<file path="config.mk">
export PLATFORM = sky130hd
export DESIGN_NAME = multicycle_controller
export DESIGN_NICKNAME = d
export VERILOG_FILES = /design/src/rtl/multicycle_controller.sv
export SDC_FILE = /design/constraint.sdc
export NUM_CORES = 1
export LEC_CHECK = 0
export CORE_MARGIN = 2
export CORE_UTILIZATION = 36
export DETAILED_ROUTE_END_ITERATION = 6
export PLACE_DENSITY = 0.88
export SLEW_MARGIN = 20
export SYNTH_ARGS = -nofsm -noshare
export SYNTH_HDL_FRONTEND = slang
export SYNTH_SLANG_ARGS = --single-unit
</file>
<file path="constraint.sdc">
create_clock -name clk -period 2.89 [get_ports clk]
set_input_delay 0.867 -clock clk [delete_from_list [all_inputs] [get_ports clk]]
set_output_delay 0.867 -clock clk [all_outputs]
set_load 0.02 [all_outputs]
</file>
<file path="src/rtl/multicycle_controller.sv">
// Main control FSM and ALU decoder for the multi-cycle MIPS datapath.
// Optional bne support is enabled by defining MC_BNE_EN.
module multicycle_controller #(
    parameter int unsigned STATE_W   = 4,
    parameter int unsigned FETCH_ENC = 0
) (
    input  logic               clk,
    input  logic               reset,
    input  logic [5:0]         op,
    input  logic [5:0]         funct,
    input  logic               zero,
    output logic               pcen,
    output logic               memwrite,
    output logic               irwrite,
    output logic               regwrite,
    output logic               iord,
    output logic               memtoreg,
    output logic               regdst,
    output logic               alusrca,
    output logic [1:0]         alusrcb,
    output logic [1:0]         pcsrc,
    output logic [2:0]         alucontrol,
    output logic               instr_done,
    output logic [STATE_W-1:0] state
);

    localparam logic [5:0] OP_RTYPE = 6'b000000;
    localparam logic [5:0] OP_LW    = 6'b100011;
    localparam logic [5:0] OP_SW    = 6'b101011;
    localparam logic [5:0] OP_BEQ   = 6'b000100;
    localparam logic [5:0] OP_ADDI  = 6'b001000;
    localparam logic [5:0] OP_J     = 6'b000010;

    localparam logic [5:0] FN_ADD   = 6'b100000;
    localparam logic [5:0] FN_SUB   = 6'b100010;
    localparam logic [5:0] FN_AND   = 6'b100100;
    localparam logic [5:0] FN_OR    = 6'b100101;
    localparam logic [5:0] FN_SLT   = 6'b101010;

    localparam logic [1:0] ALUOP_ADD   = 2'b00;
    localparam logic [1:0] ALUOP_SUB   = 2'b01;
    localparam logic [1:0] ALUOP_FUNCT = 2'b10;

    typedef enum logic [STATE_W-1:0] {
        StFetch   = STATE_W'(FETCH_ENC),
        StDecode  = STATE_W'(1),
        StMemAdr  = STATE_W'(2),
        StMemRd   = STATE_W'(3),
        StMemWb   = STATE_W'(4),
        StMemWr   = STATE_W'(5),
        StExecute = STATE_W'(6),
        StAluWb   = STATE_W'(7),
        StBranch  = STATE_W'(8),
        StAddiEx  = STATE_W'(9),
        StAddiWb  = STATE_W'(10),
        StJump    = STATE_W'(11)
    } state_t;

    state_t     r_state;
    state_t     w_state_d;
    logic       w_pcwrite;
    logic       w_branch;
    logic       w_take;
    logic [1:0] w_aluop;

    always_ff @(posedge clk or negedge reset) begin
        if (!reset) begin
            r_state <= StFetch;
        end else begin
            r_state <= w_state_d;
        end
    end

`ifdef MC_BNE_EN
    localparam logic [5:0] OP_BNE = 6'b000101;

    logic r_is_bne;

    // Captured in DECODE so BRANCH knows which sense of zero to honour.
    always_ff @(posedge clk or negedge reset) begin
        if (!reset) begin
            r_is_bne <= 1'b0;
        end else if (r_state == StDecode) begin
            r_is_bne <= (op == OP_BNE);
        end
    end

    assign w_take = zero ^ r_is_bne;
`else
    assign w_take = zero;
`endif

    // Next-state logic
    always_comb begin
        w_state_d = StFetch;
        unique case (r_state)
            StFetch: w_state_d = StDecode;
            StDecode: begin
                unique case (op)
                    OP_LW, OP_SW: w_state_d = StMemAdr;
                    OP_RTYPE:     w_state_d = StExecute;
                    OP_BEQ:       w_state_d = StBranch;
                    OP_ADDI:      w_state_d = StAddiEx;
                    OP_J:         w_state_d = StJump;
`ifdef MC_BNE_EN
                    OP_BNE:       w_state_d = StBranch;
`endif
                    default:      w_state_d = StFetch;
                endcase
            end
            StMemAdr: begin
                if (op == OP_LW) begin
                    w_state_d = StMemRd;
                end else if (op == OP_SW) begin
                    w_state_d = StMemWr;
                end else begin
                    w_state_d = StFetch;
                end
            end
            StMemRd:   w_state_d = StMemWb;
            StExecute: w_state_d = StAluWb;
            StAddiEx:  w_state_d = StAddiWb;
            default:   w_state_d = StFetch;
        endcase
    end

    // Per-state datapath controls; anything not set in a state stays inactive.
    always_comb begin
        w_pcwrite  = 1'b0;
        w_branch   = 1'b0;
        w_aluop    = ALUOP_ADD;
        memwrite   = 1'b0;
        irwrite    = 1'b0;
        regwrite   = 1'b0;
        iord       = 1'b0;
        memtoreg   = 1'b0;
        regdst     = 1'b0;
        alusrca    = 1'b0;
        alusrcb    = 2'b00;
        pcsrc      = 2'b00;
        instr_done = 1'b0;
        unique case (r_state)
            StFetch: begin
                irwrite   = 1'b1;
                w_pcwrite = 1'b1;
                alusrcb   = 2'b01;
            end
            StDecode: begin
                alusrcb = 2'b11;
            end
            StMemAdr: begin
                alusrca = 1'b1;
                alusrcb = 2'b10;
            end
            StMemRd: begin
                iord = 1'b1;
            end
            StMemWb: begin
                regwrite   = 1'b1;
                memtoreg   = 1'b1;
                instr_done = 1'b1;
            end
            StMemWr: begin
                iord       = 1'b1;
                memwrite   = 1'b1;
                instr_done = 1'b1;
            end
            StExecute: begin
                alusrca = 1'b1;
                w_aluop = ALUOP_FUNCT;
            end
            StAluWb: begin
                regwrite   = 1'b1;
                regdst     = 1'b1;
                instr_done = 1'b1;
            end
            StBranch: begin
                alusrca    = 1'b1;
                w_aluop    = ALUOP_SUB;
                pcsrc      = 2'b01;
                w_branch   = 1'b1;
                instr_done = 1'b1;
            end
            StAddiEx: begin
                alusrca = 1'b1;
                alusrcb = 2'b10;
            end
            StAddiWb: begin
                regwrite   = 1'b1;
                instr_done = 1'b1;
            end
            StJump: begin
                pcsrc      = 2'b10;
                w_pcwrite  = 1'b1;
                instr_done = 1'b1;
            end
            default: begin
                w_aluop = ALUOP_ADD;
            end
        endcase
    end

    // ALU decoder
    always_comb begin
        alucontrol = 3'b010;
        unique case (w_aluop)
            ALUOP_ADD: alucontrol = 3'b010;
            ALUOP_SUB: alucontrol = 3'b110;
            ALUOP_FUNCT: begin
                unique case (funct)
                    FN_ADD:  alucontrol = 3'b010;
                    FN_SUB:  alucontrol = 3'b110;
                    FN_AND:  alucontrol = 3'b000;
                    FN_OR:   alucontrol = 3'b001;
                    FN_SLT:  alucontrol = 3'b111;
                    default: alucontrol = 3'b010;
                endcase
            end
            default: alucontrol = 3'b010;
        endcase
    end

    // PC must not advance while reset is held, even though FETCH requests it.
    assign pcen  = reset & (w_pcwrite | (w_branch & w_take));
    assign state = r_state;

endmodule
</file>
==> results.md <==
Clock tree:
- CTS built an H-tree with a depth of 1.
- The setup fix buffers added after clock tree synthesis is 0.
- The total of hold buffers inserted after clock tree synthesis is 0.
- The root buffer cell chosen for the clock tree is clkbuf_4.
- At the later pin of the worst-skew pair, clock insertion delay measures 0.23 ns.
- Buffers inserted during clock tree synthesis total 3.
- The CTS clock-pin slew for the worst setup and hold paths is 0.03 ns.
- TritonCTS built the clock tree.
- The maximum count of clock buffers along a single path is 2.
- Counting every sink on the clock net gives 4.

Synthesis:
- The cell area that synthesis handed to floorplanning was 576 um^2.
- The largest family of logic cells by synthesized area is simple AND/OR/NAND/NOR gates.
- Dividing the synthesized area by the synthesized cell count gives 7.47 um^2.
- The synthesized design contains 0 enable-type register cells.
- Of the total synthesized cell area, the portion taken by XOR and XNOR cells is 0.0457.
- The share of the yosys chip area belonging to registers is 0.174.
- The post-synthesis share of cell area spent on and, or, nand and nor gates is 0.361.
- The total of warnings raised by yosys is 0.
- The cell count after synthesis came out at 77.
- The fraction of registers with async set or reset after synthesis is 1.00.
- The synthesized design contains 4 register bits.
- The number of different library cells used by synthesis comes to 37.
- The fraction of the mapped netlist area in compound gates is 0.252.
- The prevailing post-synth register cell is dfrtp_1.
- The number of nets handed over by synthesis was 95.
- Of the post-synthesis cell area, the part taken by muxes is 0.0174.
- The share of synthesized cell area in full adder, half adder and majority cells is 0.0652.

Placement:
- The count of buffers added on input and output ports is 34.
- The half-perimeter wire length of the detailed placement result is 1.49 mm.
- Timing analysis after detailed placement gives a worst setup slack of -0.577 ns.
- At the end of routability-driven placement, the weighted congestion stood at 0.784.

Power and ir drop:
- The analysis attributes to cell leakage a power of 0.463 nW.
- For this design the ratio of total power to cell area is 500 nW/um^2.
- The worst vdd rail ir drop is 317 uV.

Hold path:
- Along the worst hold path, the cell count comes to 4.
- The worst min-delay path class is register to register.

Flow run:
- Max-cap violations in this run came to 0.

Routing:
- The average routed wire per standard cell is 14.2 um.
- Detailed routing inserted a total of 755 vias.
- After detailed routing, the number of remaining DRC violations is 0.
- The initial detailed-routing violation count is 23.
- The final wirelength is 1.96 mm.
- The mean number of vias per cell is 5.47.
- The first detailed-routing pass ran for 4 iterations.
- The number of nets still failing antenna checks after routing is 0.

STA:
- The clock skew after layout is 0.00295 ns.
- Dividing the final minimum period by the clock period gives 0.982.
- The peak clock frequency supported by timing is 352 MHz.
- For the pin with the worst max-slew slack, the measured transition is 0.330 ns.
- In this run the tightest slew margin relative to its limit is 0.778.
- After layout, the minimum clock period comes to 2.84 ns.
- Adding up every negative setup slack in the final design gives 0 ns.
- The number of pins with negative max-slew slack in the final report is 0.
- Setup repair after global routing left no endpoint under its margin.
- The count of final setup violators is 0.
- Once routing completed, OpenROAD measured the worst setup slack at 0.0516 ns.
- The final hold violation count is 0.

Worst setup path:
- STA classifies the critical path endpoint as an output pin.
- STA classifies the critical path startpoint as a primary input.
- The worst reg-to-reg path cell count is 5.
- The data arrival time of the critical path is 1.97 ns.
- The type of the worst setup path is primary input to output pin.
- The biggest fanout along the worst timing path is 1.
- The worst path required time is 2.02 ns.

Layout:
- The antenna diode count is 0.
- The post-synthesis to final-layout area growth is 87.0%.
- The library cell used most frequently in the layout, excluding fill and tap cells, is clkdlybuf4s50_1.
- The register with the most flip-flops in the layout has 4 of them.
- The utilization after layout is 0.714.
- The multi-input combinational cells in the finished layout cover a total of 472 um^2.
- The sequential standard cell area is 100 um^2.
- The fraction of final layout cells sized beyond drive strength 1 is 0.230.
- The number of filler instances in the final layout is 122.
- The library cells used most frequently in the layout, excluding fill and tap cells, are clkdlybuf4s50_1, buf_4, nand2_1.
- The total number of nets in the final design is 142.

Floorplanning:
- The floorplan step set the die width to 44.0 um.
- The core box area is 1510 um^2.
- The die covers 1930 um^2.
- The vertical die dimension is 44.0 um.
- The floorplan has 14 rows.
- Pin placement for this block handled 35 I/O pins.
- The effective utilization at floorplan is 0.382.

GRT:
- The via count of the first global-routing pass is 723.
- The first-pass GRT wire length is 2.94 mm.
- The sum of overflow across all layers after global routing is 0.
- The initial antenna violation count is 0.
- Entering global routing, the biggest net connects 14 pins.
- Across every metal layer, demand over resource in global routing totals 0.204.

Run status:
- The run finished with clean final reports.
[report_power, final]
part	total (mW)	internal, mW	leakage [nW]	switching (mW)
clock	0.0678	0.0464	0.0138	0.0214
sequential	0.0748	0.0679	0.0533	0.00694
combinational	0.396	0.187	0.395	0.209
[path summary, 6_finish.rpt]
| check | from | end | slack [ns] |
|---|---|---|---|
| max | zero | pcen | 0.05 |
| min | state[0] | state[2] | 0.82 |
| max reg2reg | state[3] | state[1] | 1.36 |
| min reg2reg | state[0] | state[2] | 0.82 |
| max in group asynchronous | reset | state[2] | 1.87 |
| min in group asynchronous | reset | state[1] | 0.92 |
[per-stage QoR]
stage | instances | hold WS (ns) | cell area [um^2] | total power [mW]
final | 138 | 0.822 | 1080 | 0.538
after floorplan | 77 | 0.571 | 576 | 0.289
after global routing | 138 | 0.851 | 1080 | 0.575
after CTS | 138 | 0.809 | 1040 | 0.539
after detailed placement | 135 | 0.806 | 1010 | 0.469
after global placement | 135 | 0.768 | 1010 | 0.458
[Yosys cell counts, types with 2 or more instances]
cell type	count	area, um^2
buf_2	5	25.0
nor2b_1	3	18.8
nor2_1	5	18.8
nor3_1	2	10.0
dfrtp_1	4	100
xor2_1	2	17.5
o22ai_1	2	12.5
a21oi_1	3	15.0
ha_1	3	37.5
nand2_1	6	22.5
nand2b_1	7	43.8
inv_1	5	18.8
o21ai_0	5	25.0
nor4_1	2	12.5
[worst max-delay path, stage by stage]
cell             delay (ns)
clkdlybuf4s50_1        0.46
inv_1                  0.05
a21oi_1                0.14
o2111a_1               0.19
clkdlybuf4s15_2        0.27
[kinds of logic (layout without fill, tap and decap cells)]
group / after synthesis / in the layout
compound gates: 20 / 20
buf+inv: 11 / 56
xor+xnor: 3 / 3
flops: 4 / 4
fa+ha+maj: 3 / 3
simple gates: 35 / 35
mux: 1 / 1
[layer usage]
layer,GRT usage,wire length (um)
met2,0.368,1060
met5,0,0
met3,0.0375,168
met4,0.103,0
met1,0.225,728
[timing repair]
item / 4_1_cts / 5_1_grt
endpoints found under the setup margin: 5 / 3
gates resized for setup: 23 / 6
pin swaps: 2 / 4
[final cells by class]
| class | instances | share of cell area |
|---|---|---|
| Sequential cell | 4 | 0.0930 |
| Inverter | 5 | 0.0174 |
| Multi-Input combinational cell | 62 | 0.438 |
| Timing Repair Buffer | 48 | 0.412 |
| Clock buffer | 3 | 0.0209 |
| Tap cell | 16 | 0.0186 |
Note: power is estimated with default switching activity, not from simulation.
